File: config.mk
export PLATFORM = sky130hd
export DESIGN_NAME = multi_ch_s2p
export DESIGN_NICKNAME = d
export VERILOG_FILES = /design/src/rtl/s2p_pkg.sv /design/src/rtl/s2p_shift_chan.sv /design/src/rtl/multi_ch_s2p.sv
export SDC_FILE = /design/constraint.sdc
export NUM_CORES = 1
export LEC_CHECK = 0
export BUFFER_PORTS_ARGS = -buffer_cell sky130_fd_sc_hd__buf_2
export CAP_MARGIN = 5
export CORE_MARGIN = 2
export CORE_UTILIZATION = 50
export DETAILED_ROUTE_END_ITERATION = 10
export PLACE_DENSITY_LB_ADDON = 0.25
export SYNTH_ARGS = -nofsm -noshare
export SYNTH_HDL_FRONTEND = slang
export SYNTH_SLANG_ARGS = --single-unit
File: constraint.sdc
create_clock -name clk -period 2 [get_ports clk]
set_clock_uncertainty 0.1 [all_clocks]
set_input_delay 0.4 -clock clk [delete_from_list [all_inputs] [get_ports clk]]
set_output_delay 0.4 -clock clk [all_outputs]
set_load 0.02 [all_outputs]
File: src/rtl/s2p_pkg.sv
// rtl/s2p_pkg.sv - shared defaults, derived sizes and output FSM state type for multi_ch_s2p
package s2p_pkg;

    localparam int S2P_DATA_WIDTH = 8;
    localparam int S2P_SIZE_DEF   = 3;
    localparam int S2P_NUM_CH     = 2;
    localparam int S2P_N          = S2P_SIZE_DEF * S2P_SIZE_DEF;
    localparam int S2P_CNT_W      = $clog2(S2P_N);

    typedef enum logic {
        ST_EMPTY = 1'b0,
        ST_FULL  = 1'b1
    } out_state_e;

    // A one-element frame still needs a 1-bit counter to stay legal.
    function automatic int cnt_width(input int n);
        return (n > 1) ? $clog2(n) : 1;
    endfunction

endpackage

File: src/rtl/s2p_shift_chan.sv
// rtl/s2p_shift_chan.sv - one channel's element shift register with zero-pad substitution
module s2p_shift_chan
    import s2p_pkg::*;
#(
    parameter int DATA_WIDTH = S2P_DATA_WIDTH,
    parameter int N          = S2P_N
) (
    input  logic                      clk,
    input  logic                      rstn,
    input  logic                      shift_en_i,
    input  logic                      pad_zero_i,
    input  logic [DATA_WIDTH-1:0]     elem_i,
    output logic [N*DATA_WIDTH-1:0]   buf_o,
    output logic [N*DATA_WIDTH-1:0]   buf_next_o
);

    logic [N*DATA_WIDTH-1:0] buf_q;
    logic [N*DATA_WIDTH-1:0] buf_d;
    logic [DATA_WIDTH-1:0]   elem;

    // Newest element enters slice 0, so the oldest beat ends up in the top slice.
    always_comb begin
        elem  = pad_zero_i ? '0 : elem_i;
        buf_d = buf_q;
        if (shift_en_i) begin
            buf_d                   = buf_q << DATA_WIDTH;
            buf_d[DATA_WIDTH-1:0]   = elem;
        end
    end

    always_ff @(posedge clk) begin
        if (rstn) begin
            buf_q <= '0;
        end else begin
            buf_q <= buf_d;
        end
    end

    assign buf_o      = buf_q;
    assign buf_next_o = buf_d;

endmodule

File: src/rtl/multi_ch_s2p.sv
// rtl/multi_ch_s2p.sv - multi-channel serial-to-parallel framer with one-deep output register
module multi_ch_s2p
    import s2p_pkg::*;
#(
    parameter int DATA_WIDTH = S2P_DATA_WIDTH,
    parameter int S2P_SIZE   = S2P_SIZE_DEF,
    parameter int NUM_CH     = S2P_NUM_CH
) (
    input  logic                                            clk,
    input  logic                                            rstn,
    input  logic                                            start,
    input  logic                                            clear,
    input  logic                                            in_valid,
    output logic                                            in_ready,
    input  logic [NUM_CH-1:0]                               pad_zero,
    input  logic [NUM_CH*DATA_WIDTH-1:0]                    in_data,
    output logic                                            out_valid,
    input  logic                                            out_ready,
    output logic [NUM_CH*S2P_SIZE*S2P_SIZE*DATA_WIDTH-1:0]  out_data,
    output logic [7:0]                                      out_frame_id
);

    localparam int N     = S2P_SIZE * S2P_SIZE;
    localparam int CNT_W = cnt_width(N);
    localparam int FW    = N * DATA_WIDTH;
    localparam logic [CNT_W-1:0] LAST = CNT_W'(N - 1);

    logic [CNT_W-1:0]       cnt_q;
    logic [CNT_W-1:0]       cnt_d;
    logic                   accept;
    logic                   capture;
    logic [NUM_CH*FW-1:0]   frame_next;
    logic [NUM_CH*FW-1:0]   out_data_q;
    logic [7:0]             frame_id_q;
    logic                   out_valid_q;
    logic                   seen_frame_q;
    out_state_e             state_q;

    // The last beat is held off only when it would overwrite a frame nobody has taken.
    assign in_ready = !rstn && start && !clear
                      && !(cnt_q == LAST && out_valid_q && !out_ready);
    assign accept   = in_valid && in_ready;
    assign capture  = accept && (cnt_q == LAST);

    genvar c;
    generate
        for (c = 0; c < NUM_CH; c++) begin : g_chan
            logic [FW-1:0] buf_unused;
            s2p_shift_chan #(
                .DATA_WIDTH (DATA_WIDTH),
                .N          (N)
            ) u_chan (
                .clk        (clk),
                .rstn       (rstn),
                .shift_en_i (accept),
                .pad_zero_i (pad_zero[c]),
                .elem_i     (in_data[c*DATA_WIDTH +: DATA_WIDTH]),
                .buf_o      (buf_unused),
                .buf_next_o (frame_next[c*FW +: FW])
            );
        end
    endgenerate

    always_comb begin
        cnt_d = cnt_q;
        if (clear) begin
            cnt_d = '0;
        end else if (accept) begin
            cnt_d = (cnt_q == LAST) ? '0 : cnt_q + 1'b1;
        end
    end

    always_ff @(posedge clk) begin
        if (rstn) begin
            cnt_q <= '0;
        end else begin
            cnt_q <= cnt_d;
        end
    end

    always_ff @(posedge clk) begin
        if (rstn) begin
            state_q      <= ST_EMPTY;
            out_valid_q  <= 1'b0;
            out_data_q   <= '0;
            frame_id_q   <= '0;
            seen_frame_q <= 1'b0;
        end else begin
            if (capture) begin
                state_q      <= ST_FULL;
                out_valid_q  <= 1'b1;
                out_data_q   <= frame_next;
                frame_id_q   <= seen_frame_q ? frame_id_q + 8'd1 : 8'd0;
                seen_frame_q <= 1'b1;
            end else if (state_q == ST_FULL && out_ready) begin
                state_q     <= ST_EMPTY;
                out_valid_q <= 1'b0;
            end
        end
    end

    assign out_valid    = out_valid_q;
    assign out_data     = out_data_q;
    assign out_frame_id = frame_id_q;

endmodule

## Word-level counts from Yosys, hierarchy flattened

Index checks and enable logic that the tools add are counted.

- Output and inout port bits: 154
- Bits of input ports: 24
- Bits in registers: 302
- Word-level logic and storage cells: 32
- ROM bits: 0
- Bits in latches: 0
- RAM bits: 0
- Memories: 0

- Magnitude comparators: 0
- Multipliers: 0
- Reductions and logical operators: 14
- Div/mod/pow operators: 0
- Shifts and indexed selects: 0
- $add $sub $neg: 2
- Equality and inequality tests: 1
- Bitwise gates (word level): 0
- Muxes and demuxes: 8

Operators with widths:

| operator | count |
|---|---|
| two-way mux 72 bit | 2 |
| two-way mux 8 bit | 3 |
| adder 8 x 1 -> 8 bit (second input constant) | 1 |
| logical AND 1 bit | 8 |
| adder 4 x 1 -> 4 bit (second input constant) | 1 |
| == test 4 bit (second input constant) | 1 |
| zero test 1 bit | 4 |
| two-way mux 4 bit | 1 |
| two-way mux 1 bit | 2 |
| nonzero test 2 bit | 1 |
| OR reduction 2 bit | 1 |

## Logic depth before layout (Yosys ltp)

Gate-level depths: netlist of the first run.

- Word-level depth: 8
- Gate-level depth with buffers: 10

## By module

From an unflattened synthesis of the first run, not the netlist that was laid out.

- Cell total of the unflattened synthesis: 1211
- Area total of the unflattened synthesis: 11835.1 um2

Modules (own cells, without submodules):

| module | area each (um2) | cells an instance | seq. area each (um2) | instances |
|---|---|---|---|---|
| s2p_shift_chan | 3093.0 | 249 | 1441.4 | 2 |
| multi_ch_s2p | 5649.2 | 713 | 3163.0 | 1 |

## Least setup slack after synthesis of the first run

No wires, ideal clock.

- Path kind: input port to flip-flop
- Start: input port rstn
- End: register frame_id_q[6] (netlist: out_frame_id[6])
- Required time: 1.826 ns
- Cell stages on the path: 6
- Data arrival time: 1.700 ns
- Buffers on the path: 2
- Library setup time: 0.074 ns
- Path slack: 0.126 ns
- Cells stage by stage: buf_2 and4bb_4 nand3_2 buf_6 or4b_1 a31oi_1

- Longest elaborated chain between the ends: 6

RTL lines:

| element | line | RTL |
|---|---|---|
| start: declaration | multi_ch_s2p.sv:10 | `input logic rstn,` |
| zero test 1 bit | multi_ch_s2p.sv:40 | `assign in_ready = !rstn && start && !clear` |
| logical AND 1 bit (2 in a row) | multi_ch_s2p.sv:40 |  |
| logical AND 1 bit | multi_ch_s2p.sv:41 | `&& !(cnt_q == LAST && out_valid_q && !out_ready);` |
| logical AND 1 bit | multi_ch_s2p.sv:42 | `assign accept = in_valid && in_ready;` |
| logical AND 1 bit | multi_ch_s2p.sv:43 | `assign capture = accept && (cnt_q == LAST);` |
| end signal: assignment | multi_ch_s2p.sv:93 | `frame_id_q <= seen_frame_q ? frame_id_q + 8'd1 : 8'd0;` |
| end: declaration | multi_ch_s2p.sv:34 | `logic [7:0] frame_id_q;` |

Several ways; a longest one is shown, not always the timed one.
A chain may end at the register's enable or synchronous reset.

==> results.py, run 1 <==
metrics = {
    "finish": {
        "synthToLayoutAreaGrowth_pct": 30.8,
        "multi_input_area_um2": 4300,
        "seqCellArea_um2": 5730,
        "num-nets-final": 1480,
        "drive_gt1_share_pct": 26.2,
        "nFillCells": 1686,
    },
    "cts": {
        "h-tree-depth": 1,
        "clkTransAtPathRegs_ns": 0.06,
        "cts_buffer_depth": 3,
        "cts_tree": "yes",
        "insertion_delay_ns": 0.53,
        "clock-sinks": 286,
        "cts_made_buffers": 29,
        "cts_root_buf": "clkbuf_16",
    },
    "placed_design": {
        "hpwlAfterDp_um": 15500,
        "io_buffers": 177,
        "gp_congestion": 0.819,
        "pre_cts_ws_ns": 0.0464,
    },
    "critical_path": {
        "cp_top_family": "simple AND/OR/NAND/NOR gates",
        "cpMaxStageDelayCell": "nor2b_1",
        "path_class": "flip-flop to output pin",
        "cp_max_fo": 3,
        "crit_top_cell": "buf_4",
        "cp.arrival_ns": 1.67,
        "cpPeakStageDelay_ns": 0.37,
        "path_cells": "nor2b_1 > buf_4 > a21oi_2 > buf_4",
        "endpoint_kind": "output pin",
        "crit_required_ns": 1.50,
        "critical_path_buf_inv_count": 2,
        "startpoint_type": "flip-flop",
    },
    "timing": {
        "period_share_pct": 109,
        "worst_pin_slew_ns": 0.801,
        "setup_viol": 51,
        "finalSetupTns_ns": -1.48,
        "hold_viol_final": 0,
        "period_needed_ns": 2.17,
        "slew_headroom_pct": 46.6,
        "fmax_ghz": 0.460,
        "setup_slack_ns": -0.175,
        "rsz0062_at_grt": "true",
        "final_max_slew_viol_count": 0,
        "hold_slack_ns": 0.117,
    },
    "routing": {
        "maxUsedRoutingLayer": "met5",
        "wire_per_inst_um": 15.8,
        "vias_per_cell": 5.22,
        "wirelength_um": 27500,
        "ant_nets": 0,
        "via_count": 9113,
        "firstDrtPassIters": 5,
        "drtIter0Drc": 716,
        "wl_met2_um": 13400,
        "drc": 0,
        "wl_met1_um": 11700,
        "met3_length_um": 1780,
    },
    "power_and_ir_drop": {
        "power_per_cell_area_nw_per_um2": 885,
        "p_leak_nw": 4.90,
        "power.ir.vdd_worst_mv": 0.648,
    },
    "floorplanning": {
        "ioPinCount": 178,
        "die_y_um": 146,
        "rows": 52,
        "die_w_um": 146,
        "initial_core_util_pct": 50.5,
        "coreArea_um2": 20000,
        "dieArea_um2": 21400,
    },
    "synthesis": {
        "synth-seq-cells": 286,
        "syn_area_per_cell_um2": 7.84,
        "synth_edf_count": 0,
        "ys_seq_area_share_pct": 56.6,
        "yosysTopAreaCell": "dfxtp_1",
        "ys.flop_type": "dfxtp_1",
        "netlist_area_um2": 10100,
        "synthCells": 1291,
        "async_reset_ff_share_pct": 0,
        "yosys.area.top_type_share_pct": 56.6,
        "yosys-top-cells-area": "dfxtp_1 (57%), nand2_1 (21%), a21oi_1 (14%)",
        "synth_nets": 1318,
        "yosysWarnings": 0,
        "yosysUniqueCellTypes": 35,
    },
    "global_routing": {
        "grt_max_degree": 158,
        "grt_pass1_vias": 7933,
        "grt_overflow": 0,
        "grt_usage_pct": 22.1,
        "antenna_found_initial": 2,
        "grt_first_pass_wirelength_um": 39600,
    },
    "run_status": {
        "status": "finished, violations left",
        "violations": "setup timing",
    },
    "job": {
        "maxCapViolCount": 0,
    },
    "min_path": {
        "holdCritPathClass": "input pin to flip-flop",
    },
}
per-layer routing:
| layer | GRT usage [%] | vias to the layer above |
|---|---|---|
| met5 | 0 | - |
| met4 | 5.73 | 2 |
| met3 | 4.25 | 46 |
| met2 | 36.0 | 251 |
| met1 | 30.3 | 4313 |
| li1 | - | 4501 |
placed cells by master, fill, tap and decap left out, types with 2 or more instances in the layout:
master / Yosys / layout
a21oi_1: 277 / 216
nor4b_1: 2 / 2
ha_1: 3 / 2
bufinv_16: 0 / 4
buf_4: 0 / 15
dfxtp_1: 286 / 284
nand4_1: 2 / 2
clkinv_2: 0 / 6
o211ai_1: 2 / 2
nor2b_1: 17 / 17
nand2_1: 560 / 528
clkbuf_8: 0 / 10
buf_6: 1 / 8
a31oi_1: 5 / 5
dfxtp_2: 0 / 2
buf_12: 0 / 9
nor2_1: 5 / 5
clkbuf_16: 0 / 44
buf_8: 0 / 3
nand3_1: 6 / 6
or4b_1: 2 / 2
nand2_2: 0 / 32
nand3b_1: 3 / 3
buf_2: 42 / 175
a21oi_2: 0 / 61
inv_2: 0 / 2
buf_16: 0 / 5
clkbuf_1: 55 / 2
worst paths after layout:
check	from	end	slack, ns	depth (start not counted)
setup reg to reg	cnt_q[1]	g_chan[0].u_chan.buf_o[16]	-0.08	11
hold reg to reg	g_chan[0].u_chan.buf_o[62]	out_data[70]	0.34	2
hold / removal	clear	cnt_q[0]	0.12	4
setup / recovery	state_q	in_ready	-0.17	4
through the flow:
stage                     cells  power [mW]  utilization, %  instance area (um^2)
after floorplan            1291        5.97               -                 10100
after global placement     1662        6.06            56.4                 11300
after detailed placement   1662        6.06            56.4                 11300
after CTS                  1718        11.7            61.9                 12400
after global routing       1744        12.0            66.1                 13200
final                      1745        11.7            66.1                 13200
sequential cells by signal, indices dropped and copies added (netlist names):
name                 count
out_frame_id             8
cnt_q                    4
seen_frame_q             1
g_chan.u_chan.buf_o    128
state_q                  1
out_data               144
power by group:
group | switching [mW] | internal, mW
combinational | 0.198 | 0.107
clock | 2.21 | 3.49
sequential | 0.00382 | 5.70
total | 2.41 | 9.30
worst register-to-register path, delay by kind of cell, from the launching register on:
| family | cells | cell delay [ns] |
|---|---|---|
| buffers and inverters | 6 | 0.83 |
| DFF | 1 | 0.33 |
| adders and majority gates | 1 | 0.16 |
| AOI/OAI and AO/OA | 2 | 0.29 |
| and+or+nand+nor | 2 | 0.28 |
final cells by class:
class | count | share of cell area [%]
Clock inverter | 12 | 1.26
Timing Repair Buffer | 232 | 13.9
Tap cell | 270 | 2.55
Sequential cell | 286 | 43.3
Inverter | 2 | 0.0567
Antenna cell | 1 | 0.0189
Clock buffer | 40 | 6.47
Multi-Input combinational cell | 902 | 32.5
logic make-up (layout without fill, tap and decap cells):
group	Yosys count	in the layout	synth area share [%]
buf+inv	104	286	4.46
flops	286	286	56.6
simple gates	607	607	23.8
other cells	0	1	0
mux	1	1	0.0989
xor+xnor	2	2	0.173
fa+ha+maj	3	3	0.371
compound gates	288	289	14.5
cell usage after synthesis, drive strengths merged, types with 2 or more instances:
| library cell | instances |
|---|---|
| a31oi | 5 |
| nand3b | 3 |
| nand2 | 560 |
| a21oi | 277 |
| ha | 3 |
| nand3 | 7 |
| clkbuf | 56 |
| dfxtp | 286 |
| buf | 46 |
| inv | 2 |
| or4b | 2 |
| nor4b | 2 |
| and3 | 2 |
| o211ai | 2 |
| nand4 | 2 |
| nor2b | 17 |
| nor2 | 5 |
timing repair:
item,4_1_cts,5_1_grt
cloned,0,20
buffers inserted,3,6
setup endpoints to repair,1,184
resized for setup,15,100
pin swaps,3,13
endpoints found under the hold margin,1,0
hold buffers,1,0
Power figures use the tool's default switching activity.
==> run 2, diff against run 1 <==
- SKIP_CTS_REPAIR_TIMING: unset -> 1
==> run 2 against run 1 <==
  * The flow still finishes with violations (setup timing)
  * Sequential share of layout area increased by 3.0 points
  * Hold slack got worse by 0.0033 ns
  * Clock power decreased by 0.7%
  * First-iteration DRC count decreased by 18%
  * Largest cell class unchanged
==> results.py, run 2 (same netlist as run 1, synthesis figures left out) <==
metrics = {
    "run_status": {
        "status": "finished, violations left",
        "violations": "setup timing",
    },
    "global_routing": {
        "grt_first_pass_wirelength_um": 39300,
        "grt_usage_pct": 21.9,
        "grt_overflow": 0,
        "grt_max_degree": 158,
        "grt_pass1_vias": 7882,
        "antenna_found_initial": 2,
    },
    "cts": {
        "clock-sinks": 286,
        "cts_tree": "yes",
        "insertion_delay_ns": 0.53,
        "cts_buffer_depth": 3,
        "cts_root_buf": "clkbuf_16",
        "h-tree-depth": 1,
        "cts_made_buffers": 29,
        "clkTransAtPathRegs_ns": 0.06,
    },
    "timing": {
        "period_share_pct": 110,
        "setup_viol": 1,
        "final_max_slew_viol_count": 0,
        "slew_headroom_pct": 54.7,
        "rsz0062_at_grt": "true",
        "period_needed_ns": 2.20,
        "hold_viol_final": 0,
        "fmax_ghz": 0.455,
        "worst_pin_slew_ns": 0.679,
        "finalSetupTns_ns": -0.197,
        "setup_slack_ns": -0.197,
    },
    "routing": {
        "via_count": 8689,
        "firstDrtPassIters": 5,
        "vias_per_cell": 5.06,
        "drc": 0,
        "drtIter0Drc": 590,
        "ant_nets": 0,
        "wirelength_um": 24400,
        "wire_per_inst_um": 14.2,
    },
    "critical_path": {
        "startpoint_type": "flip-flop",
        "cp_max_fo": 4,
        "cp.arrival_ns": 1.70,
        "crit_required_ns": 1.50,
        "path_class": "flip-flop to output pin",
        "endpoint_kind": "output pin",
    },
    "floorplanning": {
        "rows": 52,
        "ioPinCount": 178,
        "die_y_um": 146,
        "die_w_um": 146,
        "coreArea_um2": 20000,
        "initial_core_util_pct": 50.5,
        "dieArea_um2": 21400,
    },
    "finish": {
        "finalNonFillerCells": 1717,
        "nFillCells": 1827,
        "final_common_cell": "nand2_1",
        "final_area_um2": 12400,
        "final_cell_mix": "nand2_1 (560), dfxtp_1 (284), a21oi_1 (276), buf_2 (175), clkbuf_16 (29)",
        "synthToLayoutAreaGrowth_pct": 22.4,
        "fin_util_pct": 61.8,
        "drive_gt1_share_pct": 18.4,
        "largest_reg_flops": 144,
        "num-nets-final": 1452,
    },
    "min_path": {
        "holdCritPathClass": "input pin to flip-flop",
    },
    "power_and_ir_drop": {
        "power.ir.vdd_worst_mv": 0.632,
        "p_int_mw": 9.26,
        "power_per_cell_area_nw_per_um2": 936,
        "p_clk_share_pct": 48.8,
        "p_switching_mw": 2.34,
        "p_seq_share_pct": 49.2,
        "p_leak_nw": 4.61,
        "switching_share_pct": 20.2,
        "pwr-share-comb_pct": 2.0,
    },
    "job": {
        "maxCapViolCount": 0,
    },
    "placed_design": {
        "hpwlAfterDp_um": 15500,
        "gp_congestion": 0.819,
        "io_buffers": 177,
        "place_area_um2": 11300,
        "placedCellCount": 1662,
    },
}
[run 2: cell types whose count changed in the layout (fill, tap and decap cells not counted), sizes merged]
| cell | change |
|---|---|
| buf | -12 |
| clkbuf | -15 |
| a21bo | -1 |
[run 2: stage by stage]
step	hold WS, ns	total power [mW]	worst slack [ns]
floorplan	0.332	5.97	0.126
global placement	0.339	6.06	0.115
detailed placement	0.342	6.06	0.0464
CTS	-0.0390	11.7	-0.326
global route	0.148	12.0	-0.236
finish	0.114	11.6	-0.197
[run 2: critical path: stages (launching register included)]
cell and delay (ns):
dfxtp_2 0.34, inv_2 0.05, ha_4 0.14, and3b_2 0.22
buf_6 0.13, a21oi_2 0.12, buf_4 0.15
[run 2: worst paths after layout]
path / startpoint / end / slack [ns] / cells after the start
max: cnt_q[1] / in_ready / -0.20 / 6
min: clear / cnt_q[0] / 0.11 / 4
max reg2reg: cnt_q[1] / out_data[11] / 0.08 / 8
min reg2reg: g_chan[0].u_chan.buf_o[62] / out_data[70] / 0.34 / 2
[run 2: per-layer routing]
layer | vias up | part of all wire (%) | global-route usage (%)
li1 | 4430 | - | -
met2 | 207 | 48 | 35.8
met1 | 4016 | 45 | 30.1
met4 | 2 | 1.9 | 5.29
met3 | 34 | 5.6 | 4.19
met5 | - | 0.029 | 0
[run 2: layout make-up]
class                           count  area (um^2)  area share (%)
Antenna cell                        1         2.50          0.0202
Clock buffer                       40          857            6.92
Clock inverter                     12          166            1.34
Inverter                            2         7.51          0.0606
Multi-Input combinational cell    901         3990            32.2
Sequential cell                   286         5730            46.2
Tap cell                          270          338            2.73
Timing Repair Buffer              205         1300            10.5
[run 2: power by group through the flow]
stage | logic [mW] | clock network [mW] | registers (mW)
2_1_floorplan | 0.144 | 0 | 5.83
3_3_place_gp | 0.227 | 0 | 5.83
3_5_place_dp | 0.227 | 0 | 5.83
4_1_cts | 0.227 | 5.77 | 5.70
5_1_grt | 0.251 | 6.00 | 5.70
6_report | 0.229 | 5.66 | 5.70
